## src/rtl/shift_add_multiplier_ext_if.sv

```systemverilog
// Handshake and data bundle for shift_add_multiplier_ext.
//   start, signed_mode, accumulate, A, B : requester -> multiplier
//   P, ready, done, overflow             : multiplier -> requester
// The master modport is the requester side, the slave modport the multiplier side.
interface shift_add_multiplier_ext_if #(
  parameter int unsigned WIDTH = 8
);
  logic                   start;
  logic                   signed_mode;
  logic                   accumulate;
  logic [WIDTH-1:0]       A;
  logic [WIDTH-1:0]       B;
  logic [2*WIDTH-1:0]     P;
  logic                   ready;
  logic                   done;
  logic                   overflow;

  modport master (
    output start, signed_mode, accumulate, A, B,
    input  P, ready, done, overflow
  );

  modport slave (
    input  start, signed_mode, accumulate, A, B,
    output P, ready, done, overflow
  );
endinterface

```

## src/rtl/shift_add_multiplier_ext.sv

```systemverilog
// Sequential shift-add multiplier, one multiplier bit per clock, with optional two's
// complement operands and multiply-accumulate into the result register.
// Ports:
//   clock    : system clock, rising-edge active
//   reset_n  : asynchronous active-low reset
//   bus      : slave side of shift_add_multiplier_ext_if (start/modes/A/B in,
//              P/ready/done/overflow out, all outputs registered)
// Timing: start sampled on edge 0, iterations on edges 1..WIDTH, result on edge WIDTH+1.
module shift_add_multiplier_ext #(
  parameter int unsigned WIDTH = 8
) (
  input logic                     clock,
  input logic                     reset_n,
  shift_add_multiplier_ext_if.slave bus
);

  localparam int unsigned PW = 2 * WIDTH;
  localparam int unsigned CW = $clog2(WIDTH + 1);

  typedef enum logic [1:0] {StIdle, StRun, StFinish} state_e;

  state_e           state_q, state_d;
  logic [PW-1:0]    mcand_q, mcand_d;
  logic [WIDTH-1:0] mplier_q, mplier_d;
  logic [PW-1:0]    partial_q, partial_d;
  logic [CW-1:0]    cnt_q, cnt_d;
  logic             negate_q, negate_d;
  logic             acc_q, acc_d;
  logic             sm_q, sm_d;
  logic [PW-1:0]    p_q, p_d;
  logic             ready_q, ready_d;
  logic             done_q, done_d;
  logic             ovf_q, ovf_d;

  logic [WIDTH-1:0] a_mag, b_mag;
  logic [PW-1:0]    final_res;
  logic [PW:0]      sum;

  always_comb begin
    state_d   = state_q;
    mcand_d   = mcand_q;
    mplier_d  = mplier_q;
    partial_d = partial_q;
    cnt_d     = cnt_q;
    negate_d  = negate_q;
    acc_d     = acc_q;
    sm_d      = sm_q;
    p_d       = p_q;
    ovf_d     = ovf_q;
    done_d    = 1'b0;

    // Magnitudes: the most negative value maps onto 2^(WIDTH-1) as an unsigned number.
    a_mag = (bus.signed_mode && bus.A[WIDTH-1]) ? -bus.A : bus.A;
    b_mag = (bus.signed_mode && bus.B[WIDTH-1]) ? -bus.B : bus.B;

    final_res = negate_q ? -partial_q : partial_q;
    sum       = {1'b0, final_res} + {1'b0, p_q};

    unique case (state_q)
      StIdle: begin
        if (bus.start) begin
          mcand_d   = {{WIDTH{1'b0}}, a_mag};
          mplier_d  = b_mag;
          partial_d = '0;
          cnt_d     = '0;
          negate_d  = bus.signed_mode & (bus.A[WIDTH-1] ^ bus.B[WIDTH-1]);
          acc_d     = bus.accumulate;
          sm_d      = bus.signed_mode;
          state_d   = StRun;
        end
      end
      StRun: begin
        if (mplier_q[0]) begin
          partial_d = partial_q + mcand_q;
        end
        mcand_d  = mcand_q << 1;
        mplier_d = mplier_q >> 1;
        cnt_d    = cnt_q + 1'b1;
        if (cnt_q == CW'(WIDTH - 1)) begin
          state_d = StFinish;
        end
      end
      StFinish: begin
        p_d = acc_q ? sum[PW-1:0] : final_res;
        if (!acc_q) begin
          ovf_d = 1'b0;
        end else if (sm_q) begin
          // Signed overflow: equal-sign addends producing a sum of the other sign.
          ovf_d = (final_res[PW-1] == p_q[PW-1]) && (sum[PW-1] != final_res[PW-1]);
        end else begin
          ovf_d = sum[PW];
        end
        done_d  = 1'b1;
        state_d = StIdle;
      end
      default: state_d = StIdle;
    endcase

    ready_d = (state_d == StIdle);
  end

  always_ff @(posedge clock or negedge reset_n) begin
    if (!reset_n) begin
      state_q   <= StIdle;
      mcand_q   <= '0;
      mplier_q  <= '0;
      partial_q <= '0;
      cnt_q     <= '0;
      negate_q  <= 1'b0;
      acc_q     <= 1'b0;
      sm_q      <= 1'b0;
      p_q       <= '0;
      ready_q   <= 1'b1;
      done_q    <= 1'b0;
      ovf_q     <= 1'b0;
    end else begin
      state_q   <= state_d;
      mcand_q   <= mcand_d;
      mplier_q  <= mplier_d;
      partial_q <= partial_d;
      cnt_q     <= cnt_d;
      negate_q  <= negate_d;
      acc_q     <= acc_d;
      sm_q      <= sm_d;
      p_q       <= p_d;
      ready_q   <= ready_d;
      done_q    <= done_d;
      ovf_q     <= ovf_d;
    end
  end

  assign bus.P        = p_q;
  assign bus.ready    = ready_q;
  assign bus.done     = done_q;
  assign bus.overflow = ovf_q;

endmodule
```

## src/flat_wrapper.sv

```systemverilog
// flat-port wrapper written by rule: the top's interface ports become plain ports
module shift_add_multiplier_ext_flat 
#(
  parameter int unsigned WIDTH = 8
)
  (clock, reset_n, bus_start, bus_signed_mode, bus_accumulate, bus_A, bus_B, bus_P, bus_ready, bus_done, bus_overflow);
  shift_add_multiplier_ext_if #(.WIDTH(WIDTH)) bus_i ();
  input logic clock;
  input logic reset_n;
  input wire logic [$bits(bus_i.start)-1:0] bus_start;
  input wire logic [$bits(bus_i.signed_mode)-1:0] bus_signed_mode;
  input wire logic [$bits(bus_i.accumulate)-1:0] bus_accumulate;
  input wire logic [$bits(bus_i.A)-1:0] bus_A;
  input wire logic [$bits(bus_i.B)-1:0] bus_B;
  output wire logic [$bits(bus_i.P)-1:0] bus_P;
  output wire logic [$bits(bus_i.ready)-1:0] bus_ready;
  output wire logic [$bits(bus_i.done)-1:0] bus_done;
  output wire logic [$bits(bus_i.overflow)-1:0] bus_overflow;
  assign bus_i.start = bus_start;
  assign bus_i.signed_mode = bus_signed_mode;
  assign bus_i.accumulate = bus_accumulate;
  assign bus_i.A = bus_A;
  assign bus_i.B = bus_B;
  assign bus_P = bus_i.P;
  assign bus_ready = bus_i.ready;
  assign bus_done = bus_i.done;
  assign bus_overflow = bus_i.overflow;
  shift_add_multiplier_ext #(.WIDTH(WIDTH)) u_core (.clock(clock), .reset_n(reset_n), .bus(bus_i));
endmodule
```

## config.mk

```make
export PLATFORM = sky130hd
export DESIGN_NAME = shift_add_multiplier_ext_flat
export DESIGN_NICKNAME = d
export VERILOG_FILES = /design/src/rtl/shift_add_multiplier_ext_if.sv /design/src/rtl/shift_add_multiplier_ext.sv /design/src/flat_wrapper.sv
export SDC_FILE = /design/constraint.sdc
export NUM_CORES = 1
export LEC_CHECK = 0
export BUFFER_PORTS_ARGS = -buffer_cell sky130_fd_sc_hd__buf_4
export CAP_MARGIN = 5
export CORE_ASPECT_RATIO = 1.5
export CORE_MARGIN = 1
export CORE_UTILIZATION = 61
export CTS_CLUSTER_DIAMETER = 50
export DETAILED_ROUTE_END_ITERATION = 10
export GPL_TIMING_DRIVEN = 1
export HOLD_SLACK_MARGIN = 0.05
export PLACE_DENSITY = 0.81
export SYNTH_ARGS = -nofsm -noshare
export SYNTH_HDL_FRONTEND = slang
export SYNTH_SLANG_ARGS = --single-unit
```

## constraint.sdc

```tcl
create_clock -name clock -period 4.7 [get_ports clock]
set_input_delay 0.705 -clock clock [delete_from_list [all_inputs] [get_ports clock]]
set_output_delay 0.705 -clock clock [all_outputs]
set_load 0.005 [all_outputs]
```

======== After elaboration in Yosys (flattened, before gate mapping) ========
Cells that the tools add are included.
storage, ports and cells
  word-level logic and storage cells ...... 55
  output and inout bits ................... 19
  register bits after elaboration ......... 68
  bits of input ports ..................... 21
  memories ................................ 0
  memory bits (read-only) ................. 0
  bits in writable memories ............... 0
  latch bits .............................. 0
operators by class
  shift-type cells ........................ 0
  multiplexer cells ....................... 19
  $mul .................................... 0
  bitwise logic cells ..................... 2
  magnitude comparators ................... 0
  divide/modulo/power cells ............... 0
  reductions and logical operators ........ 9
  add/subtract/negate cells ............... 6
  equality and inequality tests ........... 7
operators by type and width
  cell                                                  number
  two-way mux 16 bit                                    5
  one-hot mux 16 bit (2 select lines)                   2
  two-way mux 8 bit                                     3
  adder 16 x 16 -> 17 bit                               1
  adder 16 bit                                          1
  negation 16 bit                                       1
  negation 8 bit                                        2
  one-hot mux 8 bit (2 select lines)                    1
  one-hot mux 4 bit (2 select lines)                    1
  adder 4 x 1 -> 4 bit (second input constant)          1
  equality test 4 x 3 -> 1 bit (second input constant)  1
  zero test 2 bit                                       2
  two-way mux 2 bit                                     2
  two-way mux 4 bit                                     1
  one-hot mux 2 bit (2 select lines)                    1
  AND reduction 2 bit                                   2
  logical AND 1 bit                                     3
  two-way mux 1 bit                                     3
  AND reduction 3 bit                                   1
  equality test 2 x 1 -> 1 bit (second input constant)  1
  equality test 2 bit (second input constant)           1
  != test 2 x 1 -> 1 bit (second input constant)        1
  != test 2 bit (second input constant)                 1
  nonzero test 2 bit                                    1
  4 further kinds                                       4

======== Longest topological paths before layout ========
Gate-level depths: netlist of run 1.
  depth in word-level cells ............... 7
  depth in mapped cells ................... 15
  mapped depth without buffers ............ 15

======== Least setup slack after synthesis of run 1 ========
Ideal clock, no wire load.
  path type ............................... register to register
  start point ............................. register u_core.partial_q[1]
  end point ............................... register u_core.ovf_q (netlist: u_core.bus.overflow)
  arrival ................................. 3264 ps
  data required time ...................... 4590 ps
  setup time .............................. 110 ps
  slack ................................... 1326 ps
  cell stages (with the launch flop) ...... 16
  buffers on the path ..................... 0
  clock period less this slack ............ 3374 ps
  path through ............................ dfrtp_1 > inv_1 > ha_1 > nand2b_1 > nand2b_1 > or2_2 > o41ai_1 > xnor2_1 > ha_1 > a21oi_1 > o21ai_0 > a21o_1 > a211oi_1 > o21ai_0 > xnor2_1 > o41ai_1
between the ends
  cells in the longest elaborated chain, start to end .. 7
  elaborated cells on any way between the ends .. 8
  those cells by class .................... add/sub (2); eq/ne (2); mux (3); reduce/logical (1)
ends and longest elaborated chain
  element                   RTL line                         source
  start: declaration        shift_add_multiplier_ext.sv:25   logic [PW-1:0] partial_q, partial_d;
  start signal: assignment  shift_add_multiplier_ext.sv:120  partial_q <= partial_d;
  negation 16 bit           shift_add_multiplier_ext.sv:56   final_res = negate_q ? -partial_q : partial_q;
  two-way mux 16 bit (*)    shift_add_multiplier_ext.sv:56
  adder 16 x 16 -> 17 bit   shift_add_multiplier_ext.sv:57   sum = {1'b0, final_res} + {1'b0, p_q};
  != test 1 bit             shift_add_multiplier_ext.sv:89   ovf_d = (final_res[PW-1] == p_q[PW-1]) && (sum[PW-1] != final_res[PW-1]);
  logical AND 1 bit         shift_add_multiplier_ext.sv:89
  two-way mux 1 bit (*)     shift_add_multiplier_ext.sv:87   end else if (sm_q) begin
  two-way mux 1 bit (*)     shift_add_multiplier_ext.sv:85   if (!acc_q) begin
  end signal: assignment    shift_add_multiplier_ext.sv:128  ovf_q <= ovf_d;
  end: declaration          shift_add_multiplier_ext.sv:33   logic ovf_q, ovf_d;
Mark *: on every way between the ends. The rest lies on a longest branch, timed or not.
A chain may end at the register's enable or synchronous reset.

======== Final worst setup path of run 1 ========
Same ends and word-level chain as after synthesis.

==> flow_results.org, run 1 <==
** Clock tree
- TritonCTS built the clock tree.
- Post-CTS repair changed the size of 0 cells.
- Total clock sinks :: 68
- The longest clock path from root to sink contains 2 buffers.
- CTS built an H-tree with a depth of 3.
- Clock-pin slew was measured on the worst setup and hold paths at 0.06 ns.
- Post-CTS setup repair buffer count :: 0
- For the worst-skew pair, the clock arrives at the later sink with an insertion delay of 0.33 ns.
- Hold_buf cts :: 0
- The tree is rooted in a sky130_fd_sc_hd__clkbuf_16.
- In this run, CTS created clock tree buffers numbering 9.

** Pwr
- Across the VDD grid, the largest voltage drop is 0.0004027 V.
- Total leakage power :: 0.002621 uW
- Power spread over the standard cell area amounts to 686.7 nW/um^2.

** Route
- Number of DRC markers in iteration 0 :: 208
- The first TritonRoute pass finished after 5 iterations.
- Via count :: 4262
- Drt total wl :: 11860 um
- WL/cell :: 17.57 um
- Detailed-routed wire length on met2 :: 6421 um
- Post-route met1 wirelength :: 4605 um
- In this run the top signal layer used is met4.
- The count of nets left with antenna violations once routing finished came out at 0.
- Dividing the detail-routed via count by the number of cells gives 6.314.
- Detailed routing placed a total of 480 um of wire on met3.
- In the routed design, unresolved DRC markers number 0.

** Die
- FP Rows :: 39
- Vertical die dimension :: 110.5 um
- The core region is 7612 sq um.
- Top-level I/O count :: 40
- Horizontal die dimension :: 74.31 um
- Starting density of the core :: 62.85%
- The die covers 8209 sq um.

** Place
- At the end of routability-driven placement, the weighted congestion stood at 0.8942.
- During placement, the flow inserted port buffers numbering 39.
- Summed over all nets, the half-perimeter wirelength after detailed placement is 8641 um.

** Status
- Outcome :: completed

** Logic synthesis
- Most frequent cell after synthesis :: sky130_fd_sc_hd__dfrtp_1
- By count the netlist is led by 67 x sky130_fd_sc_hd__dfrtp_1, 57 x sky130_fd_sc_hd__o21ai_0, 55 x sky130_fd_sc_hd__nand2_1, 36 x sky130_fd_sc_hd__ha_1, 33 x sky130_fd_sc_hd__a21oi_1.
- The top cell type by area accounts for 35.04% of the synthesized area.
- The synthesized netlist contains 55 unique library cells.
- Cells after Synth :: 536
- Sequential area share after synthesis :: 35.59%
- Avg Cell Area, Syn :: 8.926 sq um
- Post-synthesis register bit count :: 68
- Counting flops with a built-in enable in the synthesized netlist gives 0.
- Synth Flop Type :: sky130_fd_sc_hd__dfrtp_1
- Summed over all instances, the cell type with the most area after synthesis is sky130_fd_sc_hd__dfrtp_1.
- Synth Cell Area :: 4785 sq um
- By area the synthesized netlist is led by sky130_fd_sc_hd__dfrtp_1 35%, sky130_fd_sc_hd__ha_1 9.4%, sky130_fd_sc_hd__o21ai_0 6.0%.
- In the synthesized netlist the async set-or-reset flop fraction comes to 100.0%.
- Total of warnings raised by yosys :: 0
- The number of nets in the synthesized netlist is 595.

** Global route
- The first global-routing pass estimated 19860 um of wire.
- After global routing the overflow that remains totals 0.
- Entering global routing, the biggest net connects 69 pins.
- Tot GR Track Use :: 31.27%
- Number of global-route vias before repair :: 4188
- Number of antenna violations at the first check in global routing :: 0

** STA
- The number of pins with negative max-slew slack in the final report was 0.
- Based on the critical path, the design can be clocked at up to 266.2 MHz.
- Adding up every negative setup slack in the final design gives 0 ns.
- Unrepaired setup endpoints after global routing :: false
- Time the final worst path needs with I/O delays and setup :: 3.757 ns
- Of the available clock period, the critical path in the final layout requires 79.93%.
- Measured against its own limit, the worst slew margin works out to 23.90%.
- Slew of the pin with the lowest slew margin :: 1.137 ns
- Setup violations remaining at the end of the flow were counted as 0.
- Final hold violation count :: 0
- Clock skew after layout :: 0.005040 ns

** Finish
- Final layout net count :: 627
- The post-route netlist has 11.87% of its cells at a drive strength greater than 1.
- The repair_antennas step left the layout with diodes totalling 0.
- Final core area utilization :: 72.26%
- Signed area change from the synthesized netlist to the final layout :: 14.96%

** Worst setup path
- CP Launch Point :: u_core.partial_q[1]
- Worst EP arrival :: 3.98 ns
- STA classifies the critical path endpoint as a register.
- The most critical setup path has its endpoint at u_core.bus.overflow.
- The worst setup path is launched from a register.
- The setup check on the worst reg-to-reg path leaves a slack of 0.94 ns.
- In this run the critical register-to-register path is launched from u_core.partial_q[1].
- The worst setup path is of the register to register kind.
- The worst register-to-register path has a depth of 15.
- Worst-path maximum fanout :: 5
- Endpoint of the lowest-slack register-to-register path :: u_core.bus.overflow
- STA puts the critical path data required time at 4.93 ns.

** Run
- Across the run, the number of max-cap violations was 0.

** Hold path
- Path class of the lowest-slack min-delay path :: primary input to async pin
==> cells in the final DEF, fill, tap and decap left out, types with 9 or more instances in the layout <==
cell | synthesis | layout
sky130_fd_sc_hd__xor2_1 | 17 | 17
sky130_fd_sc_hd__nand2_1 | 55 | 55
sky130_fd_sc_hd__dfrtp_1 | 67 | 67
sky130_fd_sc_hd__clkbuf_16 | 0 | 9
sky130_fd_sc_hd__a22oi_1 | 30 | 30
sky130_fd_sc_hd__a22o_1 | 10 | 10
sky130_fd_sc_hd__inv_1 | 17 | 17
sky130_fd_sc_hd__a21o_1 | 17 | 17
sky130_fd_sc_hd__xnor2_1 | 29 | 29
sky130_fd_sc_hd__a21oi_1 | 33 | 33
sky130_fd_sc_hd__a31oi_1 | 12 | 12
sky130_fd_sc_hd__nand3_1 | 9 | 9
sky130_fd_sc_hd__nor3_1 | 12 | 12
sky130_fd_sc_hd__nor2_1 | 30 | 30
sky130_fd_sc_hd__o21ai_0 | 57 | 57
sky130_fd_sc_hd__buf_4 | 0 | 42
sky130_fd_sc_hd__ha_1 | 36 | 36
==> worst max-delay path: stages (launching register included) <==
cell	delay, ns
sky130_fd_sc_hd__dfrtp_1	0.44
sky130_fd_sc_hd__inv_1	0.10
sky130_fd_sc_hd__ha_1	0.15
sky130_fd_sc_hd__nand2b_1	0.07
sky130_fd_sc_hd__nand2b_1	0.15
sky130_fd_sc_hd__or2_2	0.32
sky130_fd_sc_hd__o41ai_1	0.31
sky130_fd_sc_hd__xnor2_1	0.22
sky130_fd_sc_hd__ha_1	0.32
sky130_fd_sc_hd__a21oi_1	0.29
sky130_fd_sc_hd__o21ai_0	0.22
sky130_fd_sc_hd__a21o_1	0.22
sky130_fd_sc_hd__a211oi_1	0.20
sky130_fd_sc_hd__o21ai_0	0.18
sky130_fd_sc_hd__xnor2_1	0.17
sky130_fd_sc_hd__o41ai_1	0.29
==> registers in the layout (all words and copies together), names as in the netlist, 2 cells and up <==
| signal | count |
|---|---|
| u_core.mplier_q | 8 |
| u_core.bus.P | 16 |
| u_core.partial_q | 16 |
| u_core.mcand_q | 16 |
| u_core.cnt_q | 4 |
| u_core.state_q | 2 |
==> how the worst min path moves through the flow <==
stage	startpoint	end	slack, ns	depth (start not counted)
floorplan	reset_n	u_core.acc_q	0.41	0
global placement	u_core.cnt_q[3]	u_core.state_q[1]	0.47	1
detailed placement	u_core.cnt_q[3]	u_core.state_q[1]	0.48	1
CTS	u_core.cnt_q[3]	u_core.state_q[1]	0.50	1
global route	u_core.mplier_q[7]	u_core.mplier_q[7]	0.51	1
finish	reset_n	u_core.bus.P[1]	0.48	1
==> stage by stage <==
step                power (uW)  hold WS [ns]  instances  area (sq um)  setup slack (ns)
global route              4069        0.5077        675          5500            0.6536
detailed placement        2959        0.4829        659          5151            0.9655
finish                    3777        0.4829        675          5500            0.9431
CTS                       3772        0.4950        675          5500            0.9333
floorplan                 2452        0.4094        536          4785             1.326
global placement          2898        0.4664        659          5151             1.024
==> cell families after synthesis <==
group / share of synthesized area (%)
buffers and inverters: 3.059
AOI/OAI and AO/OA: 26.78
DFF: 35.59
adders and majority gates: 10.25
and+or+nand+nor: 14.23
muxes: 1.674
xor gates and xnor gates: 8.420
==> layout make-up <==
cell class,count,area (sq um)
clock buffer,9,225.2
tap,102,127.6
fill,595,2112
sequential,68,1703
timing repair buffer,42,315.3
clock inverter,7,123.9
multi-input combinational,429,2938
inverter,18,67.56
==> metal layers <==
metal / up-vias / GRT usage, %
met3: 33 / 5.383
met5: - / 0
met4: 0 / 13.08
met2: 129 / 55.33
li1: 2043 / -
met1: 2057 / 35.85
==> power breakdown <==
| part | total [uW] | internal [uW] | switching [uW] | leakage (uW) |
|---|---|---|---|---|
| registers | 1070 | 793 | 281 | 0.000897 |
| logic | 1920 | 851 | 1070 | 0.00156 |
| clock network | 785 | 521 | 263 | 0.000166 |
Power figures use the tool's default switching activity.
==> inputs of run 2 (changes only) <==
Settings changed: CORE_UTILIZATION 61 to 55, PLACE_DENSITY 0.81 to 0.77.
Clock period 4.7 ns to 3.45 ns, I/O delays scaled along.
==> flow_results.org, run 2 (synthesis gave the netlist of run 1 again) <==
** STA
- The number of pins with negative max-slew slack in the final report was 0.
- Setup TNS :: 0 ns
- Time the final worst path needs with I/O delays and setup :: 3.305 ns
- Derived from the worst setup path, the maximum achievable clock frequency is 302.6 MHz.
- The clock arrives with 0.004896 ns of skew.
- Ratio of final minimum period to clock period :: 95.79%
- The hold violation count in the final report was 0.
- For the pin with the worst max-slew slack, the measured transition is 1.057 ns.
- Relative max-transition margin :: 29.27%
- Setup violations remaining at the end of the flow were counted as 0.

** Run
- The tool flagged a number of max-cap violations equal to 0.

** Die
- Vertical die dimension :: 116.2 um
- FP Rows :: 41
- The floorplan step set the die width to 78.16 um.
- Core region area :: 8413 sq um
- The initial utilization of the core area, before any placement, comes to 56.87%.
- During I/O placement, the number of pins put on the boundary was 40.
- Die footprint :: 9084 sq um

** Finish
- In the layout the commonest cells are 72 x sky130_fd_sc_hd__buf_4, 67 x sky130_fd_sc_hd__dfrtp_1, 55 x sky130_fd_sc_hd__nand2_1.
- Post-route design area :: 5728 sq um
- From synthesis to final layout, the design area changed by 19.72%.
- The finished layout holds 710 standard cells, fillers aside.
- Cells with a size suffix above 1 make up 17.74% of the layout.
- Leaving out fill and tap cells, the most frequent cell in the layout is sky130_fd_sc_hd__buf_4.
- Final layout net count :: 657
- The repair_antennas step left the layout with diodes totalling 0.
- Cells fill 68.08% of the core in the end.

** Place
- Routability-driven placement finished with a final weighted congestion of 0.9166.
- Detailed Place HPWL :: 8876 um
- Dpl cell area :: 5365 sq um
- Cell count after placement :: 692
- Port Buf Inserts :: 39

** Global route
- Overflow left after global routing :: 0
- Tot GR Track Use :: 28.91%
- The first global-routing pass estimated 20640 um of wire.
- The number of antenna violations at the first check in global routing was 0.
- Maximum number of pins on one net before global-route repair :: 69
- Number of global-route vias before repair :: 4492

** Worst setup path
- The worst setup path is launched from a register.
- Critical path type :: register to register
- Kind of end point of the critical path :: register
- Measured in cells, the most critical reg-to-reg path has a length of 11.
- Worst-path maximum fanout :: 4
- Worst EP arrival :: 3.51 ns
- Data on the critical path is required at its endpoint by 3.65 ns.

** Route
- Detailed Routing Iterations Pass 1 :: 4
- Wires add up to 12140 um.
- In the final routed layout, each cell accounts on average for 17.10 um.
- Via count :: 4416
- Detailed-route vias per instance :: 6.220
- Remaining antenna violation count after routing :: 0
- DR DRC count :: 0
- After the first detailed-routing iteration, the DRC count stood at 235.

** Pwr
- Total leakage power :: 0.002746 uW
- Summing internal, switching and leakage power gives 5314 uW.
- In this run the power density over the cells is 927.7 nW/um^2.
- Worst voltage drop across the vdd grid :: 0.0004477 V

** Clock tree
- Counting the buffers created by CTS gives 9.
- Later-pin clock latency in the skew report :: 0.33 ns
- Clock tree buffer depth :: 2
- Clk root buf :: sky130_fd_sc_hd__clkbuf_16
- CTS clock-pin slew for the worst setup and hold paths :: 0.06 ns
- CTS saw 68 sinks.
- TritonCTS built the clock tree.
- In this run, post-CTS hold repair placed 0 buffers.
- Total number of H-tree levels :: 3

** Hold path
- The worst hold path belongs to the class primary input to async pin.

** Status
- The run finished with clean final reports.
## run 2: cell types whose count changed in the layout (fill, tap and decap cells not counted), sizes merged
cell | before | now
inv | 18 | 17
clkinvlp | 1 | 2
clkbuf | 9 | 11
buf | 42 | 72
bufinv | 3 | 0
clkinv | 3 | 4
## run 2: timing repair
item | in CTS | in global routing
endpoints found under the setup margin | 1 | 5
gates resized for setup | 0 | 19
pin swaps | 1 | 8
buffers inserted | 0 | 2
## run 2: path summary, 6_finish.rpt
check                                     from                  end  slack [ns]
max in group asynchronous              reset_n          u_core.sm_q        2.58
max                        u_core.partial_q[9]  u_core.bus.overflow        0.15
min reg2reg                    u_core.cnt_q[3]    u_core.state_q[1]        0.49
min                                    reset_n      u_core.bus.P[1]        0.31
max reg2reg                u_core.partial_q[9]  u_core.bus.overflow        0.15
min in group clock              bus_accumulate         u_core.acc_q        0.42
## run 2: critical path, stage by stage, from the launching register on
cell and delay [ns]:
sky130_fd_sc_hd__dfrtp_1 0.39, sky130_fd_sc_hd__or4_4 0.57, sky130_fd_sc_hd__or4_4 0.46, sky130_fd_sc_hd__o21ai_1 0.19, sky130_fd_sc_hd__xnor2_1 0.17, sky130_fd_sc_hd__ha_1 0.27
sky130_fd_sc_hd__and4_1 0.19, sky130_fd_sc_hd__a221o_1 0.35, sky130_fd_sc_hd__a21boi_0 0.15, sky130_fd_sc_hd__o21ai_0 0.11, sky130_fd_sc_hd__a22oi_1 0.21, sky130_fd_sc_hd__o41ai_2 0.11
## run 2: area by class of cell
| type | count | area (sq um) |
|---|---|---|
| clock inverters | 5 | 30.03 |
| repair buffers | 72 | 540.5 |
| well taps | 107 | 133.9 |
| fillers | 659 | 2685 |
| flip-flops and latches | 68 | 1703 |
| inverters | 18 | 67.56 |
| multi-input cells | 429 | 3020 |
| clock buffers | 11 | 232.7 |
## run 2: routing by layer
| metal | vias to the layer above | track usage (%) | share of wire (%) |
|---|---|---|---|
| met5 | - | 0 | 0 |
| met4 | 0 | 16.05 | 4.4 |
| met3 | 39 | 3.984 | 4.0 |
| met2 | 131 | 54.33 | 53 |
| met1 | 2144 | 30.95 | 39 |
| li1 | 2102 | - | - |
## run 2: where the power goes
| group | internal (uW) | leakage (uW) | switching, uW | total, uW |
|---|---|---|---|---|
| Combinational | 1440 | 0.00172 | 1640 | 3080 |
| Sequential | 1080 | 0.000897 | 318 | 1400 |
| Clock | 483 | 0.000125 | 351 | 833 |
| Total | 3000 | 0.00275 | 2310 | 5310 |
## run 2: through the flow
stage | hold slack (ns) | setup WS [ns]
floorplan | 0.2219 | 0.07550
global placement | 0.4651 | 0.1097
detailed placement | 0.4682 | 0.003545
CTS | 0.3367 | 0.04176
global route | 0.3790 | -0.009787
finish | 0.3078 | 0.1454
